**src/rtl/tdc_code_uart_tx.sv**
```systemverilog
// TDC readout: thermometer snapshot -> binary code -> small FIFO -> UART 8N1 serial output.
// The serialiser runs IDLE -> START -> DATA (8 bits, LSB first) -> STOP, one bit every CLKS_PER_BIT clocks.
module tdc_code_uart_tx #(
  parameter int THERMO_W     = 32,
  parameter int CODE_W       = 6,
  parameter int CLKS_PER_BIT = 16,
  parameter int FIFO_DEPTH   = 4,
  localparam int CNT_W       = $clog2(FIFO_DEPTH + 1)
) (
  input  logic                clk,
  input  logic                rst_n,
  input  logic                ena,
  input  logic [THERMO_W-1:0] thermo_in,
  input  logic                sample_valid,
  output logic                tx,
  output logic                busy,
  output logic                overflow,
  output logic [CNT_W-1:0]    fifo_count
);

  localparam int PTR_W = $clog2(FIFO_DEPTH);
  localparam int TMR_W = $clog2(CLKS_PER_BIT);
  localparam logic [TMR_W-1:0] TMR_LOAD = TMR_W'(CLKS_PER_BIT - 1);

  typedef enum logic [1:0] {S_IDLE, S_START, S_DATA, S_STOP} state_t;

  state_t              state_q, state_d;
  logic [TMR_W-1:0]    timer_q, timer_d;
  logic [2:0]          idx_q, idx_d;
  logic [7:0]          shift_q, shift_d;
  logic                tx_q, tx_d;
  logic                busy_q, busy_d;
  logic                ovf_q;
  logic [CNT_W-1:0]    count_q, count_d;
  logic [PTR_W-1:0]    wr_ptr_q, rd_ptr_q;
  logic [CODE_W-1:0]   mem_q [FIFO_DEPTH];
  logic [CODE_W-1:0]   code;
  logic                push, push_ok, pop, full, empty, tmr_done;

  // Length of the run of ones from bit0; anything above the first zero is a bubble.
  function automatic logic [CODE_W-1:0] thermo_to_code(input logic [THERMO_W-1:0] t);
    logic [CODE_W-1:0] n;
    logic              run;
    n   = '0;
    run = 1'b1;
    for (int i = 0; i < THERMO_W; i++) begin
      if (run && t[i]) n = n + CODE_W'(1);
      else             run = 1'b0;
    end
    return n;
  endfunction

  assign code     = thermo_to_code(thermo_in);
  assign push     = sample_valid && ena;
  assign full     = (count_q == CNT_W'(FIFO_DEPTH));
  assign empty    = (count_q == '0);
  assign pop      = (state_q == S_IDLE) && !empty;
  assign push_ok  = push && (!full || pop);
  assign tmr_done = (timer_q == '0);

  always_comb begin
    count_d = count_q;
    case ({push_ok, pop})
      2'b10:   count_d = count_q + CNT_W'(1);
      2'b01:   count_d = count_q - CNT_W'(1);
      default: count_d = count_q;
    endcase
  end

  always_comb begin
    state_d = state_q;
    timer_d = timer_q;
    idx_d   = idx_q;
    shift_d = shift_q;
    unique case (state_q)
      S_IDLE: begin
        if (pop) begin
          state_d = S_START;
          timer_d = TMR_LOAD;
          shift_d = 8'(mem_q[rd_ptr_q]);
        end
      end
      S_START: begin
        if (tmr_done) begin
          state_d = S_DATA;
          idx_d   = '0;
          timer_d = TMR_LOAD;
        end else begin
          timer_d = timer_q - TMR_W'(1);
        end
      end
      S_DATA: begin
        if (tmr_done) begin
          timer_d = TMR_LOAD;
          if (idx_q == 3'd7) state_d = S_STOP;
          else               idx_d   = idx_q + 3'd1;
        end else begin
          timer_d = timer_q - TMR_W'(1);
        end
      end
      S_STOP: begin
        if (tmr_done) begin
          state_d = S_IDLE;
          timer_d = '0;
        end else begin
          timer_d = timer_q - TMR_W'(1);
        end
      end
      default: state_d = S_IDLE;
    endcase

    // tx and busy are registered from the next state so they line up with it.
    unique case (state_d)
      S_START: tx_d = 1'b0;
      S_DATA:  tx_d = shift_d[idx_d];
      default: tx_d = 1'b1;
    endcase
    busy_d = (state_d != S_IDLE) || (count_d != '0);
  end

  always_ff @(posedge clk) begin
    if (!rst_n) begin
      state_q  <= S_IDLE;
      timer_q  <= '0;
      idx_q    <= '0;
      shift_q  <= '0;
      tx_q     <= 1'b1;
      busy_q   <= 1'b0;
      ovf_q    <= 1'b0;
      count_q  <= '0;
      wr_ptr_q <= '0;
      rd_ptr_q <= '0;
    end else begin
      state_q  <= state_d;
      timer_q  <= timer_d;
      idx_q    <= idx_d;
      shift_q  <= shift_d;
      tx_q     <= tx_d;
      busy_q   <= busy_d;
      ovf_q    <= ovf_q | (push && full && !pop);
      count_q  <= count_d;
      if (push_ok) wr_ptr_q <= wr_ptr_q + PTR_W'(1);
      if (pop)     rd_ptr_q <= rd_ptr_q + PTR_W'(1);
    end
  end

  always_ff @(posedge clk) begin
    if (rst_n && push_ok) mem_q[wr_ptr_q] <= code;
  end

  assign tx         = tx_q;
  assign busy       = busy_q;
  assign overflow   = ovf_q;
  assign fifo_count = count_q;

endmodule

```
**config.mk**
```make
export PLATFORM = sky130hd
export DESIGN_NAME = tdc_code_uart_tx
export DESIGN_NICKNAME = d
export VERILOG_FILES = /design/src/rtl/tdc_code_uart_tx.sv
export SDC_FILE = /design/constraint.sdc
export NUM_CORES = 1
export LEC_CHECK = 0
export ABC_AREA = 0
export CAP_MARGIN = 20
export CORE_ASPECT_RATIO = 0.8
export CORE_MARGIN = 2
export CORE_UTILIZATION = 40
export CTS_CLUSTER_DIAMETER = 200
export DETAILED_ROUTE_END_ITERATION = 8
export GPL_ROUTABILITY_DRIVEN = 0
export PLACE_DENSITY = 0.71
export SYNTH_ARGS = -nofsm -noshare
export SYNTH_HDL_FRONTEND = slang
export SYNTH_SLANG_ARGS = --single-unit
```
**constraint.sdc**
```tcl
create_clock -name clk -period 15.55 [get_ports clk]
set_input_delay 3.8875 -clock clk [delete_from_list [all_inputs] [get_ports clk]]
set_output_delay 3.8875 -clock clk [all_outputs]
set_load 0.005 [all_outputs]
```
==> impl_metrics.yaml, run 1 <==
routing:
  vias: 6168
  antenna_violating_nets_post_route: 0
  drt-pass1-iter-count: 5
  via_per_inst: 5.478
  wire_per_inst_um: 14.27
  drc_errors: 0
  drtIter0Drc: 387
  drt-total-wl_mm: 16.07
timing:
  slew-limit-headroom: 0.3960
  worst_pin_slew_ns: 0.8995
  skew_ns: 0.007450
  final-max-slew-violation-count: 0
  clock.fmax_ghz: 0.06616
  fin_tns_setup_ns: 0
  final-setup-viol-count: 0
  timing.final.hold_violations: 0
  rsz0062_at_grt: "yes"
  post-route-period-util: 0.9720
  finalWorstPathRequiredPeriod_ns: 15.11
synth:
  synth_area_sq_um: 6551
  synth_top_area_cell: "edfxtp_1"
  synthesis.area_per_instance_sq_um: 8.068
  synthesis.yosys.warnings: 0
  ys_seq_elements: 53
  synth.top_cell.area_share: 0.1100
  yosys.cell_types.count: 83
  synth_top_cells_by_area: "edfxtp_1 11%, dfxtp_1 8.9%, ha_1 8.0%"
  mappedNetlistNets: 891
  share_of_synthesized_flip_flops_with_an_asynchronous_set_or_reset: 0
  netlist_instances: 812
  ys_seq_area_frac: 0.1986
  number_of_enable_flip_flop_cells_after_synthesis: 24
  postSynth.topFlopCell: "dfxtp_1"
min_path:
  hold_end: "shift_q[6]"
  timing.hold.worst_path_depth: 1
  min_path_type: "register to register"
  holdCritStartpoint: "shift_q[6]"
clock_network:
  htreeDepth: 2
  num_cts_buffers: 5
  ctsRootBufferMaster: "clkbuf_16"
  clock_insertion_delay_worst_skew_ns: 0.29
  clock_sink_count: 53
  maximum_clock_insertion_buffer_count: 2
  clock_transition_time_at_the_flip_flop_clock_pins_of_the_worst_setup_and_hold_paths_ns: 0.07
  cts_tree: "built"
power_and_ir_drop:
  power_uw: 577.7
  power.density_cell_area_nw_per_um2: 70.90
  p_leak_uw: 0.003222
  power.ir.vdd_worst_mv: 0.05566
grt:
  busiest_layer: "met2"
  grt_first_pass_wirelength_mm: 26.79
  grt_util_met3: 0.01699
  groute.layer.met2.usage: 0.2941
  grt_pass1_vias: 5714
  globalRouteMet1Util: 0.2611
  grt_overflow: 0
  initial_antenna_violation_count: 0
  grtUsageTotal: 0.1798
  grt_max_degree: 32
die:
  die-area_sq_um: 17420
  initial_utilization: 0.4120
  coreArea_sq_um: 15900
  die-width_um: 147.1
  num_rows: 41
  pin_count: 42
  dieHeight_um: 118.5
run_status:
  status: "finished clean"
critical_path:
  timing.critical_path.to_type: "register"
  reg2reg_setup_slack_ns: 12.40
  path_class: "input pin to register"
  length_in_cells_of_the_worst_reg_to_reg_path: 11
  r2r_path_end: "busy"
  path_max_fanout: 4
  cp.required_ns: 15.60
  crit_path_start_kind: "input pin"
  critical_path.slowest_cell: "ha_1"
  critPathLaunch: "thermo_in[2]"
  worst-endpoint-arrival_ns: 15.17
  critPathMaxStageDelay_ns: 0.34
  worst_r2r_startpoint: "state_q[1]"
placement:
  place.detailed.hpwl_mm: 12.04
  buffer_ports.inserted: 41
layout:
  finish.net_count: 989
  synthToLayoutAreaGrowth_pct: 24.37
  nFillCells: 1532
  layout-drive-gt1-share: 0.2130
  insertedDiodeCount: 0
job:
  cap_violations: 0
==> worst max-delay path by stage <==
stage	end	slack, ns	cells after the start
after global placement	mem_q[0][5]	-0.39	69
after global routing	mem_q[0][5]	-0.24	70
final	mem_q[0][4]	0.44	69
after detailed placement	mem_q[0][5]	-0.75	69
after CTS	mem_q[0][5]	0.02	70
after floorplan	mem_q[0][5]	0.02	68
==> critical path, delay by kind of cell <==
family          cells  cell delay (ns)
mux                 8             1.73
compound gates     17             2.39
fa+ha+maj          15             3.92
xor+xnor            4             0.63
buf+inv            13             1.41
simple gates       12             1.17
==> routing by layer <==
metal,vias up,part of all wire
met3,19,0.037
met5,-,0
li1,3118,-
met2,120,0.46
met1,2911,0.50
met4,0,0.011
==> layout by cell type (no fill, tap or decap), types with 8 or more instances in the layout <==
cell,synthesis,layout
a21o_1,9,9
a21oi_1,51,46
a31oi_1,9,8
and2_1,32,29
and3_1,21,21
and4_1,8,8
buf_4,3,84
clkdlybuf4s50_1,0,37
dfxtp_1,29,29
edfxtp_1,24,24
ha_1,42,35
inv_1,35,31
mux2_2,16,12
mux2i_1,30,28
nand2_1,90,88
nand2b_1,15,12
nand3_1,31,31
nand4_1,9,9
nor2_1,64,62
nor2b_1,20,19
nor3_1,19,18
o211ai_1,9,9
o21ai_0,36,30
xnor2_1,43,43
xor2_1,13,13
==> Yosys cell counts, types with 19 or more instances <==
library cell / instances
ha_1: 42
xnor2_1: 43
dfxtp_1: 29
nand2_1: 90
mux2i_1: 30
nor2_1: 64
nor3_1: 19
and2_1: 32
a21oi_1: 51
clkbuf_1: 22
o21ai_0: 36
nor2b_1: 20
nand3_1: 31
edfxtp_1: 24
inv_1: 35
and3_1: 21
==> registers in the layout (all words and copies together), names as in the netlist, named ones only <==
register / count
mem_q: 24
shift_q: 8
idx_q: 3
busy: 1
state_q: 2
overflow: 1
timer_q: 4
wr_ptr_q: 2
fifo_count: 3
tx: 1
rd_ptr_q: 2
==> final cells by class <==
cell class | instances | area, sq um | area share
Multi-Input combinational cell | 690 | 5231 | 0.6420
Timing Repair Buffer | 125 | 1047 | 0.1285
Inverter | 35 | 131.4 | 0.01612
Clock inverter | 2 | 38.79 | 0.004760
Sequential cell | 53 | 1301 | 0.1597
Clock buffer | 6 | 128.9 | 0.01582
Tap cell | 215 | 269.0 | 0.03302
==> repair_timing <==
| item | 4_1_cts | 5_1_grt |
|---|---|---|
| hold buffers | 0 | 0 |
| pin swaps | 27 | 45 |
| setup endpoints to repair | 20 | 20 |
| buffers inserted | 18 | 7 |
| gates cloned | 0 | 0 |
| gates resized for setup | 11 | 54 |
==> power breakdown <==
part | switching [uW] | internal (uW) | leakage [uW]
combinational | 135 | 130 | 0.00267
sequential | 17.6 | 168 | 0.000473
clock | 50.5 | 76.7 | 0.0000815
==> logic make-up after synthesis <==
group	share of synthesized area
DFF	0.1986
muxes	0.09396
xor gates and xnor gates	0.1264
and+or+nand+nor	0.2819
AOI/OAI and AO/OA	0.1704
buffers and inverters	0.04393
adders and majority gates	0.08480
==> stage by stage <==
stage / area, sq um / instances / hold WS, ns / worst slack, ns / utilization
after global placement: 7547 / 1093 / 0.4692 / -0.3904 / 0.4746
after floorplan: 6581 / 812 / 0.4518 / 0.01635 / -
after detailed placement: 7547 / 1093 / 0.4723 / -0.7490 / 0.4746
final: 8148 / 1126 / 0.4887 / 0.4357 / 0.5124
after global routing: 8148 / 1126 / 0.5106 / -0.2439 / 0.5124
after CTS: 7903 / 1119 / 0.4917 / 0.02100 / 0.4969
Power figures use the tool's default switching activity.
==> run 2: changes to the inputs <==
--- a/config.mk
+++ b/config.mk
@@ -13,6 +13,7 @@
 export CTS_CLUSTER_DIAMETER = 200
 export DETAILED_ROUTE_END_ITERATION = 8
 export GPL_ROUTABILITY_DRIVEN = 0
+export GPL_TIMING_DRIVEN = 1
 export PLACE_DENSITY = 0.71
 export SYNTH_ARGS = -nofsm -noshare
 export SYNTH_HDL_FRONTEND = slang
==> results of run 2 <==
No change in the layout: final DEF, timing and power equal those of run 1.
